===== config.mk =====
export PLATFORM = sky130hd
export DESIGN_NAME = pc_uart_tx_feeder_flat
export DESIGN_NICKNAME = d
export VERILOG_FILES = /design/src/rtl/pc_uart_tx_feeder_if.sv /design/src/rtl/pc_uart_tx_feeder.sv /design/src/flat_wrapper.sv
export SDC_FILE = /design/constraint.sdc
export NUM_CORES = 1
export LEC_CHECK = 0
export ABC_AREA = 1
export CORE_UTILIZATION = 55
export CTS_CLUSTER_DIAMETER = 50
export DETAILED_ROUTE_END_ITERATION = 10
export PLACE_DENSITY = 0.7
export SLEW_MARGIN = 30
export SYNTH_ARGS = -nofsm -noshare
export SYNTH_HDL_FRONTEND = slang
export SYNTH_SLANG_ARGS = --single-unit

===== constraint.sdc =====
create_clock -name clk -period 4.7 [get_ports clk]
set_input_delay 0.705 -clock clk [delete_from_list [all_inputs] [get_ports clk]]
set_output_delay 0.705 -clock clk [all_outputs]
set_load 0.02 [all_outputs]

===== src/rtl/pc_uart_tx_feeder_if.sv =====
// Bundle of system-side write and transmitter-side signals for pc_uart_tx_feeder.
//   master : the system/bench side. It drives the write, flush and overflow-clear requests.
//   slave  : the feeder. It drives wr_ready, tx_data, trigger, busy, fifo_count and overflow.
interface pc_uart_tx_feeder_if #(
    parameter int unsigned ADDR_W = 4
);
    logic [7:0]      wr_data;
    logic            wr_valid;
    logic            wr_ready;
    logic            flush;
    logic            ovf_clr;
    logic [7:0]      tx_data;
    logic            trigger;
    logic            busy;
    logic [ADDR_W:0] fifo_count;
    logic            overflow;

    modport master (
        output wr_data, wr_valid, flush, ovf_clr,
        input  wr_ready, tx_data, trigger, busy, fifo_count, overflow
    );

    modport slave (
        input  wr_data, wr_valid, flush, ovf_clr,
        output wr_ready, tx_data, trigger, busy, fifo_count, overflow
    );
endinterface


===== src/rtl/pc_uart_tx_feeder.sv =====
// Byte FIFO and frame sequencer in front of the PC UART transmitter.
// The block buffers bytes from the system side and presents one byte at a time on tx_data.
// It pulses trigger once per byte. It then waits FRAME_CLKS cycles so that the transmitter
// finishes a whole frame before the next trigger.
//
// Ports:
//   clk    clock
//   rst_n  asynchronous reset, active-high
//   bus    slave modport of pc_uart_tx_feeder_if:
//            wr_data/wr_valid/wr_ready  enqueue handshake (the byte is accepted when both
//                                       wr_valid and wr_ready are high)
//            flush                      synchronous FIFO clear
//            ovf_clr                    clears the sticky overflow flag
//            tx_data                    current byte; stable from one load until the next
//            trigger                    1-cycle start pulse to the transmitter
//            busy                       sequencer not idle
//            fifo_count                 bytes queued (0..DEPTH)
//            overflow                   sticky flag: a write was attempted while full
module pc_uart_tx_feeder #(
    parameter int unsigned ADDR_W     = 4,
    parameter int unsigned FRAME_CLKS = 22   // 1..255
) (
    input  logic                  clk,
    input  logic                  rst_n,
    pc_uart_tx_feeder_if.slave    bus
);
    localparam int unsigned DEPTH = 1 << ADDR_W;

    typedef enum logic [1:0] {StIdle, StTrig, StWait} state_e;

    state_e              state_q, state_d;
    logic [7:0]          cnt_q, cnt_d;
    logic [7:0]          tx_q, tx_d;
    logic [7:0]          mem [DEPTH];
    logic [ADDR_W-1:0]   wr_ptr_q, rd_ptr_q;
    logic [ADDR_W:0]     count_q;
    logic                ovf_q;

    logic                wr_ready;
    logic                push;
    logic                pop;

    // wr_ready looks only at the current count. A pop on the same edge does not free a slot.
    assign wr_ready = (count_q != (ADDR_W+1)'(DEPTH));
    // flush wins over a simultaneous write and over a pop.
    assign push     = bus.wr_valid & wr_ready & ~bus.flush;
    assign pop      = (state_q == StIdle) & (count_q != '0) & ~bus.flush;

    always_comb begin
        state_d = state_q;
        cnt_d   = cnt_q;
        tx_d    = tx_q;
        unique case (state_q)
            StIdle: begin
                if (pop) begin
                    tx_d    = mem[rd_ptr_q];
                    state_d = StTrig;
                end
            end
            StTrig: begin
                cnt_d   = 8'd0;
                state_d = StWait;
            end
            StWait: begin
                if (cnt_q == 8'(FRAME_CLKS - 1)) begin
                    state_d = StIdle;
                end else begin
                    cnt_d = cnt_q + 8'd1;
                end
            end
            default: state_d = StIdle;
        endcase
    end

    always_ff @(posedge clk or posedge rst_n) begin
        if (rst_n) begin
            state_q <= StIdle;
            cnt_q   <= 8'd0;
            tx_q    <= 8'h00;
        end else begin
            state_q <= state_d;
            cnt_q   <= cnt_d;
            tx_q    <= tx_d;
        end
    end

    always_ff @(posedge clk or posedge rst_n) begin
        if (rst_n) begin
            wr_ptr_q <= '0;
            rd_ptr_q <= '0;
            count_q  <= '0;
        end else if (bus.flush) begin
            wr_ptr_q <= '0;
            rd_ptr_q <= '0;
            count_q  <= '0;
        end else begin
            if (push) wr_ptr_q <= wr_ptr_q + ADDR_W'(1);
            if (pop)  rd_ptr_q <= rd_ptr_q + ADDR_W'(1);
            if (push && !pop) begin
                count_q <= count_q + (ADDR_W+1)'(1);
            end else if (pop && !push) begin
                count_q <= count_q - (ADDR_W+1)'(1);
            end
        end
    end

    // Storage array has no reset. Reading an entry is qualified by a nonzero count.
    always_ff @(posedge clk) begin
        if (push) mem[wr_ptr_q] <= bus.wr_data;
    end

    // A rejected write sets the flag. Setting wins over ovf_clr on the same edge.
    always_ff @(posedge clk or posedge rst_n) begin
        if (rst_n) begin
            ovf_q <= 1'b0;
        end else if (bus.wr_valid && !wr_ready && !bus.flush) begin
            ovf_q <= 1'b1;
        end else if (bus.ovf_clr) begin
            ovf_q <= 1'b0;
        end
    end

    assign bus.wr_ready   = wr_ready;
    assign bus.tx_data    = tx_q;
    assign bus.trigger    = (state_q == StTrig);
    assign bus.busy       = (state_q != StIdle);
    assign bus.fifo_count = count_q;
    assign bus.overflow   = ovf_q;
endmodule


===== src/flat_wrapper.sv =====
// flat-port wrapper written by rule: the top's interface ports become plain ports
module pc_uart_tx_feeder_flat 
#(
    parameter int unsigned ADDR_W     = 4,
    parameter int unsigned FRAME_CLKS = 22            
)
  (clk, rst_n, bus_wr_data, bus_wr_valid, bus_flush, bus_ovf_clr, bus_wr_ready, bus_tx_data, bus_trigger, bus_busy, bus_fifo_count, bus_overflow);
  pc_uart_tx_feeder_if #(.ADDR_W(ADDR_W)) bus_i ();
  input  logic clk;
  input  logic rst_n;
  input wire logic [$bits(bus_i.wr_data)-1:0] bus_wr_data;
  input wire logic [$bits(bus_i.wr_valid)-1:0] bus_wr_valid;
  input wire logic [$bits(bus_i.flush)-1:0] bus_flush;
  input wire logic [$bits(bus_i.ovf_clr)-1:0] bus_ovf_clr;
  output wire logic [$bits(bus_i.wr_ready)-1:0] bus_wr_ready;
  output wire logic [$bits(bus_i.tx_data)-1:0] bus_tx_data;
  output wire logic [$bits(bus_i.trigger)-1:0] bus_trigger;
  output wire logic [$bits(bus_i.busy)-1:0] bus_busy;
  output wire logic [$bits(bus_i.fifo_count)-1:0] bus_fifo_count;
  output wire logic [$bits(bus_i.overflow)-1:0] bus_overflow;
  assign bus_i.wr_data = bus_wr_data;
  assign bus_i.wr_valid = bus_wr_valid;
  assign bus_i.flush = bus_flush;
  assign bus_i.ovf_clr = bus_ovf_clr;
  assign bus_wr_ready = bus_i.wr_ready;
  assign bus_tx_data = bus_i.tx_data;
  assign bus_trigger = bus_i.trigger;
  assign bus_busy = bus_i.busy;
  assign bus_fifo_count = bus_i.fifo_count;
  assign bus_overflow = bus_i.overflow;
  pc_uart_tx_feeder #(.ADDR_W(ADDR_W), .FRAME_CLKS(FRAME_CLKS)) u_core (.clk(clk), .rst_n(rst_n), .bus(bus_i));
endmodule

==> out/metrics.cfg <==
[power]
p_per_area_mw_per_mm2 = 541.6
p_leak_nw = 3.235
power_mw = 4.343
peakVddDrop_mv = 0.3825

[global_routing]
grtUsageMet2_pct = 40.80
met1_usage_pct = 33.00
grt_use_met3_pct = 4.639
antenna_found_initial = 0
first_global_vias = 4670
grt-ovfl-total = 0
grt_busiest_layer = met2
gr-usage-all-layers_pct = 25.22
grt_pass1_wl_mm = 24.10
grt_max_degree = 68

[timing]
tightest_slew_ps = 923.2
slew_viol_final = 0
skew_ps = 4.933
hold_viol = 0
fin_crit_ps = 2840
tns_ps = 0
setup_viol = 0
grt_setup_unrepaired = no
max_slew_margin_pct = 38.26
hold_ws_ps = 490.2
fin_crit_sh_pct = 60.43
max_freq_ghz = 0.3521

[job]
drv_cap = 0

[synthesis]
synthesis.nets = 711
avgSynthCellArea_um2 = 10.29
synth.distinct_cells = 27
seq_area_frac_synth_pct = 65.82
synth-seq-cells = 160
synth_cells = 686
yosys_warnings = 0
synth_edf_count = 128
async_reset_ff_share_pct = 20.00
synthesis.area_mm2 = 0.007057
synthFlopType = edfxtp_1

[layout]
regArea_mm2 = 0.004646
final_util_pct = 63.79
final_layout_size_suffix_gt1_share_pct = 6.215
num-fill-cells = 989
n_antenna_cell = 0
multi_input_area_mm2 = 0.002009
syn_to_final_growth_pct = 13.62
nets = 736

[place]
dp_hpwl_mm = 9.650
routabilityCongestion = 0.9020
portBuffers = 29

[routing]
wl_per_cell_um = 16.93
drt_iter0_markers = 409
route.detailed.drc = 0
firstDrtPassIters = 5
vias = 4811
vias_per_cell = 5.369
ant_nets = 0
wl_mm = 15.17

[clock_tree]
cts_tree = built
clock-sinks = 160
postCtsResizedCells = 0
cts_hold_buf = 0
root_buffer = clkbuf_16
post_cts_buffers = 0
clk_latency_ps = 420
cts_buffer_depth = 2
cts_max_level = 4
clkSlewWorstSetupHoldPaths_ps = 60
numCtsBuffers = 17

[status]
status = complete, no violations

[worst_setup_path]
end_kind = register
cp-start-kind = register
arrival_ps = 3160
crit_type = reg -> reg
cp.required_ps = 5020
worstPathMaxFanout = 67

[floorplan]
ios = 30
initial_core_util_pct = 56.15
coreArea_mm2 = 0.01257
die_w_um = 115.3
rows = 41
die_height_um = 115.3
dieArea_mm2 = 0.01329

[worst_hold_path]
hold_path.class = reg -> reg

## synthesized netlist by cell type, types with 3 or more instances
master / count / area, um^2
nand2_1: 231 / 867.1
edfxtp_1: 128 / 3844
nand3_1: 80 / 400.4
nor2_1: 59 / 221.5
inv_1: 50 / 187.7
dfrtp_1: 32 / 800.8
o21ai_0: 21 / 105.1
o21ai_1: 13 / 65.06
ha_1: 11 / 137.6
buf_4: 8 / 60.06
buf_2: 7 / 35.03
buf_6: 7 / 78.83
nand2_2: 6 / 37.54
a21oi_1: 5 / 25.02
clkbuf_1: 4 / 15.01
inv_2: 4 / 15.01
clkinv_1: 3 / 11.26
xnor2_1: 3 / 26.28
xor2_1: 3 / 26.28
## cell usage in the layout, fill, tap and decap left out, types with 3 or more instances in the layout
cell type,instances
nand2_1,231
edfxtp_1,128
nand3_1,80
nor2_1,59
inv_1,50
dfrtp_1,31
clkdlybuf4s50_1,29
o21ai_0,21
clkbuf_16,17
o21ai_1,13
ha_1,11
nand2_2,6
clkinv_1,6
a21oi_1,5
clkinv_4,4
bufinv_16,4
xnor2_1,3
inv_2,3
xor2_1,3
clkinvlp_4,3
buf_4,3
## area by class of cell
class                      instances  area share, %
clock inverter                    15          2.419
timing repair buffer              32          3.901
tap                              172          2.684
inverter                          57          2.684
sequential                       160          57.94
clock buffer                      17          5.306
multi-input combinational        443          25.06
## registers in the layout, summed over array words and instances, names as in the netlist
signal / count
u_core.rd_ptr_q: 4
u_core.bus.fifo_count: 5
u_core.wr_ptr_q: 4
u_core.state_q: 2
u_core.bus.overflow: 1
u_core.cnt_q: 8
u_core.bus.tx_data: 8
u_core.mem: 128
## final timing paths
path | to | slack, ps | start | depth (start not counted)
max | u_core.bus.tx_data[6] | 1860 | u_core.rd_ptr_q[0] | 10
min | u_core.bus.tx_data[5] | 490 | u_core.bus.tx_data[5] | 2
max reg2reg | u_core.bus.tx_data[6] | 1860 | u_core.rd_ptr_q[0] | 10
min reg2reg | u_core.bus.tx_data[5] | 490 | u_core.bus.tx_data[5] | 2
max in group asynchronous | u_core.rd_ptr_q[0] | 3710 | rst_n | 3
min in group asynchronous | u_core.bus.tx_data[3] | 680 | rst_n | 3
## power breakdown
group / internal, mW / switching, mW
Clock: 0.884 / 0.545
Combinational: 0.405 / 0.794
Sequential: 1.64 / 0.0800
Total: 2.92 / 1.42
## through the flow
step                worst slack (ps)  instances  instance area [um^2]
floorplan                       2575        686                  7057
global placement                1924        864                  7397
detailed placement              1878        864                  7397
CTS                             2202        896                  8016
global route                    1524        896                  8018
finish                          1860        896                  8018
## per-layer routing
metal,vias up,share of wire (%)
met5,-,0
met2,156,48
met1,2291,43
met3,39,5.4
met4,0,3.5
li1,2325,-
## logic make-up (layout without fill, tap and decap cells)
logic type                 after synthesis  after routing  synth area share [%]
DFF                                    160            160                 65.82
AOI/OAI and AO/OA                       44             44                 3.404
and+or+nand+nor                        381            381                 22.09
adders and majority gates               12             12                 2.234
xor gates and xnor gates                 6              6                0.7448
buffers and inverters                   83            121                 5.709
## worst max-delay path, stage by stage, from the launching register on
cell and delay [ps]:
dfrtp_2 340, buf_4 540, clkinv_2 890, nand2_1 270, nand2_1 70, nand2_1 60, nand3_1 130, nand3_1 180
nand2_1 110, nand2_1 70, nand2_1 50
Power figures use the tool's default switching activity.
